### config.mk
export PLATFORM = sky130hd
export DESIGN_NAME = instruction_fetch
export DESIGN_NICKNAME = d
export VERILOG_FILES = /design/src/rtl/fetch_pkg.sv /design/src/rtl/fetch_fifo.sv /design/src/rtl/instruction_fetch.sv
export SDC_FILE = /design/constraint.sdc
export NUM_CORES = 1
export LEC_CHECK = 0
export CAP_MARGIN = 25
export CORE_AREA = 2 2 96 98
export DETAILED_ROUTE_END_ITERATION = 8
export DIE_AREA = 0 0 98 100
export GPL_TIMING_DRIVEN = 0
export PLACE_DENSITY = 0.87
export SKIP_LAST_GASP = 1
export SYNTH_ARGS = -nofsm -noshare
export SYNTH_HDL_FRONTEND = slang
export SYNTH_HIERARCHICAL = 1
export SYNTH_SLANG_ARGS = --single-unit
### constraint.sdc
create_clock -name clock -period 5.32 [get_ports clock]
set_clock_uncertainty 0.1 [all_clocks]
set_input_delay 0.532 -clock clock [delete_from_list [all_inputs] [get_ports clock]]
set_output_delay 0.532 -clock clock [all_outputs]
set_load 0.01 [all_outputs]
### src/rtl/fetch_pkg.sv
// Shared types and default widths for the instruction fetch stage.
package fetch_pkg;

    localparam int FETCH_ADDR_W  = 10;
    localparam int FETCH_INSTR_W = 32;

    typedef enum logic [1:0] {
        IDLE    = 2'd0,
        WAIT    = 2'd1,
        DISCARD = 2'd2
    } fetch_state_t;

    // Layout of one queued fetch at the default widths: address above instruction.
    typedef struct packed {
        logic [FETCH_ADDR_W-1:0]  pc;
        logic [FETCH_INSTR_W-1:0] instr;
    } fetch_entry_t;

endpackage

### src/rtl/fetch_fifo.sv
// Small synchronous FIFO of {pc, instr} words with clear, full/empty flags and
// pointer wrap that also works for non-power-of-two depths.
module fetch_fifo
    import fetch_pkg::*;
#(
    parameter int DEPTH = 2,
    parameter int WIDTH = FETCH_ADDR_W + FETCH_INSTR_W
) (
    input  logic             clock,
    input  logic             reset,
    input  logic             clear,
    input  logic             push,
    input  logic [WIDTH-1:0] push_data,
    input  logic             pop,
    output logic [WIDTH-1:0] head,
    output logic             full,
    output logic             empty
);

    localparam int PTR_W = (DEPTH > 1) ? $clog2(DEPTH) : 1;
    localparam int CNT_W = $clog2(DEPTH + 1);

    logic [WIDTH-1:0] mem [DEPTH];
    logic [PTR_W-1:0] rd_ptr;
    logic [PTR_W-1:0] wr_ptr;
    logic [CNT_W-1:0] count;
    logic             do_push;
    logic             do_pop;

    function automatic logic [PTR_W-1:0] next_ptr(input logic [PTR_W-1:0] p);
        return (p == PTR_W'(DEPTH - 1)) ? '0 : p + PTR_W'(1);
    endfunction

    assign full    = (count == CNT_W'(DEPTH));
    assign empty   = (count == '0);
    assign do_pop  = pop && !empty;
    // A full FIFO still accepts a push when the head leaves in the same cycle.
    assign do_push = push && (!full || do_pop);
    assign head    = mem[rd_ptr];

    always_ff @(posedge clock or posedge reset) begin
        if (reset) begin
            rd_ptr <= '0;
            wr_ptr <= '0;
            count  <= '0;
        end else if (clear) begin
            rd_ptr <= '0;
            wr_ptr <= '0;
            count  <= '0;
        end else begin
            if (do_push) wr_ptr <= next_ptr(wr_ptr);
            if (do_pop)  rd_ptr <= next_ptr(rd_ptr);
            if (do_push && !do_pop)      count <= count + CNT_W'(1);
            else if (do_pop && !do_push) count <= count - CNT_W'(1);
        end
    end

    always_ff @(posedge clock) begin
        if (do_push && !clear) mem[wr_ptr] <= push_data;
    end

endmodule

### src/rtl/instruction_fetch.sv
// Fetch stage: single-outstanding memory read per PC value, queued for decode,
// with branch flush that drops queued and in-flight fetches.
module instruction_fetch
    import fetch_pkg::*;
#(
    parameter int ADDR_WIDTH  = FETCH_ADDR_W,
    parameter int INSTR_WIDTH = FETCH_INSTR_W,
    parameter int DEPTH       = 2
) (
    input  logic                   clock,
    input  logic                   reset,
    input  logic [ADDR_WIDTH-1:0]  pc,
    input  logic                   flush,
    output logic                   fetch_stall,
    output logic                   mem_req,
    output logic [ADDR_WIDTH-1:0]  mem_addr,
    input  logic                   mem_rvalid,
    input  logic [INSTR_WIDTH-1:0] mem_rdata,
    output logic                   out_valid,
    output logic [INSTR_WIDTH-1:0] out_instr,
    output logic [ADDR_WIDTH-1:0]  out_pc,
    input  logic                   out_ready
);

    fetch_state_t                        state;
    logic                                push;
    logic                                pop;
    logic                                full;
    logic                                empty;
    logic [ADDR_WIDTH+INSTR_WIDTH-1:0]   head;

    assign push      = (state == WAIT) && mem_rvalid && !flush;
    assign pop       = out_valid && out_ready;
    // The PC moves on a branch or on the cycle an instruction is captured.
    assign fetch_stall = !(flush || ((state == WAIT) && mem_rvalid));

    always_ff @(posedge clock or posedge reset) begin
        if (reset) begin
            state    <= IDLE;
            mem_req  <= 1'b0;
            mem_addr <= '0;
        end else begin
            case (state)
                IDLE: begin
                    if (!full && !flush) begin
                        mem_req  <= 1'b1;
                        mem_addr <= pc;
                        state    <= WAIT;
                    end
                end
                WAIT: begin
                    if (mem_rvalid) begin
                        mem_req <= 1'b0;
                        state   <= IDLE;
                    end else if (flush) begin
                        state <= DISCARD;
                    end
                end
                DISCARD: begin
                    if (mem_rvalid) begin
                        mem_req <= 1'b0;
                        state   <= IDLE;
                    end
                end
                default: begin
                    mem_req <= 1'b0;
                    state   <= IDLE;
                end
            endcase
        end
    end

    fetch_fifo #(
        .DEPTH (DEPTH),
        .WIDTH (ADDR_WIDTH + INSTR_WIDTH)
    ) u_fifo (
        .clock     (clock),
        .reset     (reset),
        .clear     (flush),
        .push      (push),
        .push_data ({mem_addr, mem_rdata}),
        .pop       (pop),
        .head      (head),
        .full      (full),
        .empty     (empty)
    );

    // Outputs read as zero whenever nothing is queued.
    assign out_valid = !empty;
    assign out_pc    = empty ? '0 : head[INSTR_WIDTH +: ADDR_WIDTH];
    assign out_instr = empty ? '0 : head[INSTR_WIDTH-1:0];

endmodule

Word-level counts from Yosys, hierarchy flattened --
Memories as Yosys holds them, arrays and structs flattened. Index checks and enable logic that the tools add are counted. Widths: inputs -> output; s select.
Operators by class: add/sub/neg operators 4, multipliers 0, div/mod/pow operators 0, $lt $le $gt $ge 0, eq/ne operators 7, shift-type cells 0, mux-type cells 21, bitwise operators 0, reductions and logical operators 26
Operators by type and width (count):
- $mux 32 | 1
- $mux 2 | 7
- $mux 1 | 10
- $mux 10 | 1
- $logic_and 1x1->1 | 9
- $logic_not 1->1 | 6
- $pmux 2 s3 | 1
- $eq 2x2->1 const B | 2
- $logic_not 2->1 | 2
- $ne 2x2->1 const B | 2
- $reduce_and 2->1 | 2
- $reduce_bool 2->1 | 2
- $ne 3x3->1 const B | 1
- $reduce_and 3->1 | 1
- $reduce_bool 3->1 | 1
- $add 1x1->1 const B | 2
- $add 2x1->2 const B | 1
- $eq 2x1->1 const B | 1
- $logic_or 1x1->1 | 2
- $ne 2x1->1 const B | 1
- $pmux 1 s2 | 1
- $reduce_or 2->1 | 1
- $sub 2x1->2 const B | 1
Storage, ports and cells: bits in registers 17, bits in latches 0, bits in writable memories 84, memory bits (read-only) 0, logic and storage cells 65, memories 1
Memory list:
- u_fifo.mem | depth 2, bits a word 42, read ports 1, clocked after Yosys merged registers in 0, wr ports 1, RTL line fetch_fifo.sv:23 | logic [WIDTH-1:0] mem [DEPTH];

Longest topological paths before layout --
depth in word-level cells 11, gate-level depth with buffers 8, gate-level depth less buffers 7

Modules after synthesis --
Netlist, hierarchy kept.
By module, submodules not included:
- fetch_fifo | times used 1, cells each 161, area an instance 3279.4 um^2, sequential area each 2622.5 um^2
- instruction_fetch | times used 1, cells each 99, area an instance 908.4 um^2, sequential area each 325.3 um^2

Worst setup path after synthesis --
Ideal clock, no wire load.
kind register to register, from reg state[1], to mem u_fifo/mem[0][0] (netlist name), enable pin, arrival time 3.972 ns, required time 4.727 ns, slack 0.755 ns, stages on the path, launching flop included 8, buffers on the path 1, cells stage by stage dfrtp_1 inv_1 ha_1 nand2_1 nor2_1 clkbuf_1 nand2_1 nor3_1
Between the ends: longest elaborated chain between the ends 7
Ends and longest elaborated chain:
- start: declaration | RTL line instruction_fetch.sv:25 | fetch_state_t state;
- start signal: assignment | RTL line instruction_fetch.sv:39 | state <= IDLE;
- start signal: assignment | RTL line instruction_fetch.sv:48 | state <= WAIT;
- start signal: assignment | RTL line instruction_fetch.sv:54 | state <= IDLE;
- $eq 2x1->1 | RTL line instruction_fetch.sv:32 | assign push = (state == WAIT) && mem_rvalid && !flush;
- $logic_and 1x1->1 (2 in a row) | RTL line instruction_fetch.sv:32
- via push | RTL line instruction_fetch.sv:26 | logic push;
- $logic_and 1x1->1 | RTL line fetch_fifo.sv:38 | assign do_push = push && (!full || do_pop);
- $logic_and 1x1->1 | RTL line fetch_fifo.sv:59 | if (do_push && !clear) mem[wr_ptr] <= push_data;
- $mux 1 | RTL line fetch_fifo.sv:59
- $mux 1 (implied by the code) | RTL line fetch_fifo.sv:59
- end: declaration | RTL line fetch_fifo.sv:23
The timed path passes the listed nets, and every way through them passes these cells.

Final worst setup path --
from reg u_fifo.count[0], to out out_instr[22]
Between the ends: longest elaborated chain between the ends 2
Ends and longest elaborated chain:
- start: declaration | RTL line fetch_fifo.sv:26 | logic [CNT_W-1:0] count;
- start signal: assignment | RTL line fetch_fifo.sv:53 | if (do_push && !do_pop) count <= count + CNT_W'(1);
- start signal: assignment | RTL line fetch_fifo.sv:54 | else if (do_pop && !do_push) count <= count - CNT_W'(1);
- $logic_not 2->1 | RTL line fetch_fifo.sv:35 | assign empty = (count == '0);
- via empty | RTL line instruction_fetch.sv:29 | logic empty;
- $mux 32 | RTL line instruction_fetch.sv:91 | assign out_instr = empty ? '0 : head[INSTR_WIDTH-1:0];
- end: declaration | RTL line instruction_fetch.sv:20 | output logic [INSTR_WIDTH-1:0] out_instr,
The timed path passes the listed nets, and every way through them passes these cells.

==> results.md <==
| Stage | Parameter | Value |
|:---|:---|:---|
| outcome | Outcome | finished clean |
| routing | Residual antenna-violating net count after detailed routing | 0 |
| sta | Max-Slew Margin vs Limit | 44.2% |
| routing | Residual DRC | 0 |
| power and ir drop | Net switching power | 0.000527 W |
| final layout | Inserted Diodes | 0 |
| floorplanning | Chip Height | 100 µm |
| floorplanning | Standard-cell rows | 35 |
| placed design | Final weighted congestion in routability-driven placement | 0.824 |
| routing | Number of DRC violations after detailed-routing iteration 0 | 62 |
| sta | Unrepaired setup endpoints after global routing | false |
| setup path | Data required time of the critical path | 4690 ps |
| clock tree | Insertion delay to the later sink of the worst-skew pair | 350 ps |
| grt | Initial antenna violation count | 0 |
| sta | Slew Limit Fails | 0 |
| sta | Final worst path period need | 3080 ps |
| floorplanning | Count of pins on the block boundary | 102 |
| hold path | Hold Crit Class | in2async |
| final layout | End-of-flow core utilization | 63.2% |
| placed design | Cell area after placement | 5410 µm² |
| power and ir drop | Power per cell area | 353 nW/µm² |
| final layout | Final Instance Count excl. Fillers | 493 |
| sta | Fin. Hold Viols | 0 |
| routing | Routed wirelength normalized by instance count | 16.1 µm |
| routing | DR pass1 iterations | 4 |
| final layout | Commonest non-fill, non-tap cell in the layout | sky130_fd_sc_hd__clkdlybuf4s50_1 |
| setup path | Capture point of the worst reg-to-reg path | u_fifo/mem[0][12] |
| clock tree | Post-CTS setup buffer count | 0 |
| power and ir drop | Internal Pwr Total | 0.00146 W |
| yosys | Netlist area before placement | 4190 µm² |
| setup path | Register-to-register setup slack | 2380 ps |
| final layout | Fillers | 664 |
| routing | Detailed-route via count | 2,501 |
| power and ir drop | Leak pwr | 1.92 nW |
| yosys | Net Count, Synth | 311 |
| floorplanning | Die Footprint | 9800 µm² |
| routing | Mean number of vias per cell | 5.07 |
| placed design | Total instance count after detailed placement | 477 |
| placed design | # port buffers | 101 |
| clock tree | # resized after CTS | 0 |
| grt | Pin count of the biggest net entering global routing | 29 |
| clock tree | Hold-fix buffer count after cts | 0 |
| sta | Peak Freq | 0.325 GHz |
| final layout | Fraction of layout cells with a size suffix above 1 | 21.7% |
| sta | Endpoints failing setup | 0 |
| routing | Final wirelength | 7930 µm |
| floorplanning | Starting Density | 47.1% |
| power and ir drop | Share of power burned in combinational logic | 24.1% |
| final layout | Most used cells in the layout excluding fill and tap cells | 101 x sky130_fd_sc_hd__clkdlybuf4s50_1, 84 x sky130_fd_sc_hd__edfxtp_1, 52 x sky130_fd_sc_hd__mux2_2 |
| clock tree | Clock Tree Buf Depth | 2 |
| grt | GRT Resource Usage Total | 16.4% |
| grt | Vias in the first global route | 2,573 |
| power and ir drop | Switching power share of the total | 26.6% |
| floorplanning | Floorplan die width | 98 µm |
| setup path | R2R cell count | 10 |
| clock tree | TritonCTS clock tree | built |
| placed design | Detailed Place HPWL | 5570 µm |
| floorplanning | Core footprint | 8890 µm² |
| power and ir drop | Worst vdd ir | 0.232 mV |
| yosys | Yosys Warn Count | 6 |
| final layout | Post-route cell area | 5620 µm² |
| grt | First-pass GRT wire length | 12,400 µm |
| clock tree | CTS clock-pin slew for the worst setup and hold paths | 100 ps |
| setup path | Worst setup SP type | flop |
| clock tree | CTS HTree Levels | 3 |
| sta | Slew at the pin closest to its max-slew limit | 833 ps |
| setup path | Type of element capturing the critical path | primary output |
| grt | Global route total overflow | 0 |
| power and ir drop | Fraction of power consumed by sequential logic | 51.2% |
| clock tree | Number of clock sinks seen by CTS | 101 |
| yosys | Unique cell type count in the Yosys netlist | 29 |
| final layout | Multi-input combinational cell area | 1160 µm² |
| setup path | Peak fanout along the critical path | 10 |
| setup path | Timing endpoint of the critical path | out_instr[22] |
| sta | Final worst path period share | 57.9% |
| run | Max-cap violations | 0 |
| clock tree | Total clock buffers created by CTS | 9 |
| setup path | Worst r2r src | state[1] |
| setup path | Category of the most critical setup path | reg2out |
| setup path | Critical Path Start | u_fifo/count[0] |
| setup path | Arrival time at the worst endpoint | 2450 ps |
| final layout | Storage element area | 2950 µm² |
| yosys | Synthesized instance count | 260 |
| yosys | Synth Area per Inst | 16.1 µm² |
| final layout | # nets final | 428 |
| yosys | Register area share after synthesis | 70.4% |
| power and ir drop | Part of the power in the clock network | 24.7% |
| final layout | Layout-stage area growth over the synthesis result | 34.1% |
| yosys | Number of synthesized register bits | 101 |
| clock tree | Clock root cell | sky130_fd_sc_hd__clkbuf_8 |
## synth_stat cells (all sizes together)
library cell / count / area (µm²)
nand2: 2 / 7.51
mux2: 52 / 586
ha: 4 / 50.1
o21bai: 1 / 7.51
or3: 2 / 12.5
a22oi: 1 / 7.51
nand3: 1 / 5.00
inv: 9 / 33.8
o211ai: 1 / 7.51
a221oi: 1 / 15.0
buf: 5 / 27.5
and4b: 1 / 10.0
clkbuf: 6 / 22.5
or3b: 1 / 8.76
a41o: 1 / 11.3
nand2b: 2 / 12.5
nor3: 2 / 10.0
edfxtp: 84 / 2520
xor2: 2 / 17.5
a21oi: 8 / 43.8
nor3b: 1 / 7.51
nor2: 6 / 22.5
nor2b: 45 / 282
or4b: 1 / 10.0
a21o: 1 / 7.51
o21ai: 3 / 15.0
dfrtp: 17 / 425
## registers in the layout, indices dropped and copies added, names as in the netlist
name,count
mem_addr,10
mem_req,1
state,2
u_fifo/count,2
u_fifo/mem,84
u_fifo/rd_ptr,1
u_fifo/wr_ptr,1
## power groups by stage
stage	Clock (W)	Sequential [W]	Combinational, W
after CTS	0.000507	0.00102	0.000484
after global routing	0.000534	0.00103	0.000520
after global placement	0	0.00103	0.000460
after detailed placement	0	0.00103	0.000482
after floorplan	0	0.00104	0.000215
final	0.000490	0.00102	0.000477
## layer usage
layer,share of wire (%),track usage (%),vias up
li1,-,-,1194
met4,0.95,4.38,0
met3,4.6,3.83,8
met5,0,0,-
met2,52,29.4,68
met1,42,19.9,1231
## kinds of logic (layout without fill, tap and decap cells)
logic type	count (synthesis)	after routing	synth area share (%)
buffers and inverters	20	142	2.00
and+or+nand+nor	64	64	9.26
muxes	52	52	14.0
adders and majority gates	4	4	1.20
DFF	101	101	70.4
xor gates and xnor gates	2	2	0.418
AOI/OAI and AO/OA	17	17	2.75
## cell type report
cell class | instances | area share (%)
timing repair buffer | 106 | 19.2
clock inverter | 7 | 1.43
buffer | 11 | 0.891
tap | 111 | 2.47
clock buffer | 9 | 2.21
inverter | 9 | 0.601
sequential | 101 | 52.5
multi-input combinational | 139 | 20.7
## worst max-delay path: stages, from the launching register on
cell,delay (ps)
sky130_fd_sc_hd__dfrtp_1,470
sky130_fd_sc_hd__nor2_1,520
sky130_fd_sc_hd__clkbuf_1,480
sky130_fd_sc_hd__nor2b_1,110
sky130_fd_sc_hd__clkdlybuf4s50_1,510
## metrics by stage
step	TNS, ps	total power [W]	hold slack, ps	worst slack, ps
after detailed placement	0	0.00151	383	1840
final	0	0.00198	333	2240
after floorplan	0	0.00126	198	755
after CTS	0	0.00201	315	2140
after global placement	-61610	0.00149	375	-1470
after global routing	0	0.00208	334	1980
## worst min-delay path by stage
stage                      from                end  slack [ps]  cells past startpoint
floorplan                 reset    u_fifo/count[0]         200                      1
global placement    mem_addr[0]  u_fifo/mem[0][32]         370                      0
detailed placement  mem_addr[5]  u_fifo/mem[1][37]         380                      0
CTS                       reset      u_fifo/rd_ptr         310                      2
global route              reset    u_fifo/count[0]         330                      2
finish                    reset      u_fifo/rd_ptr         330                      2
(Power assumes the default switching activity.)
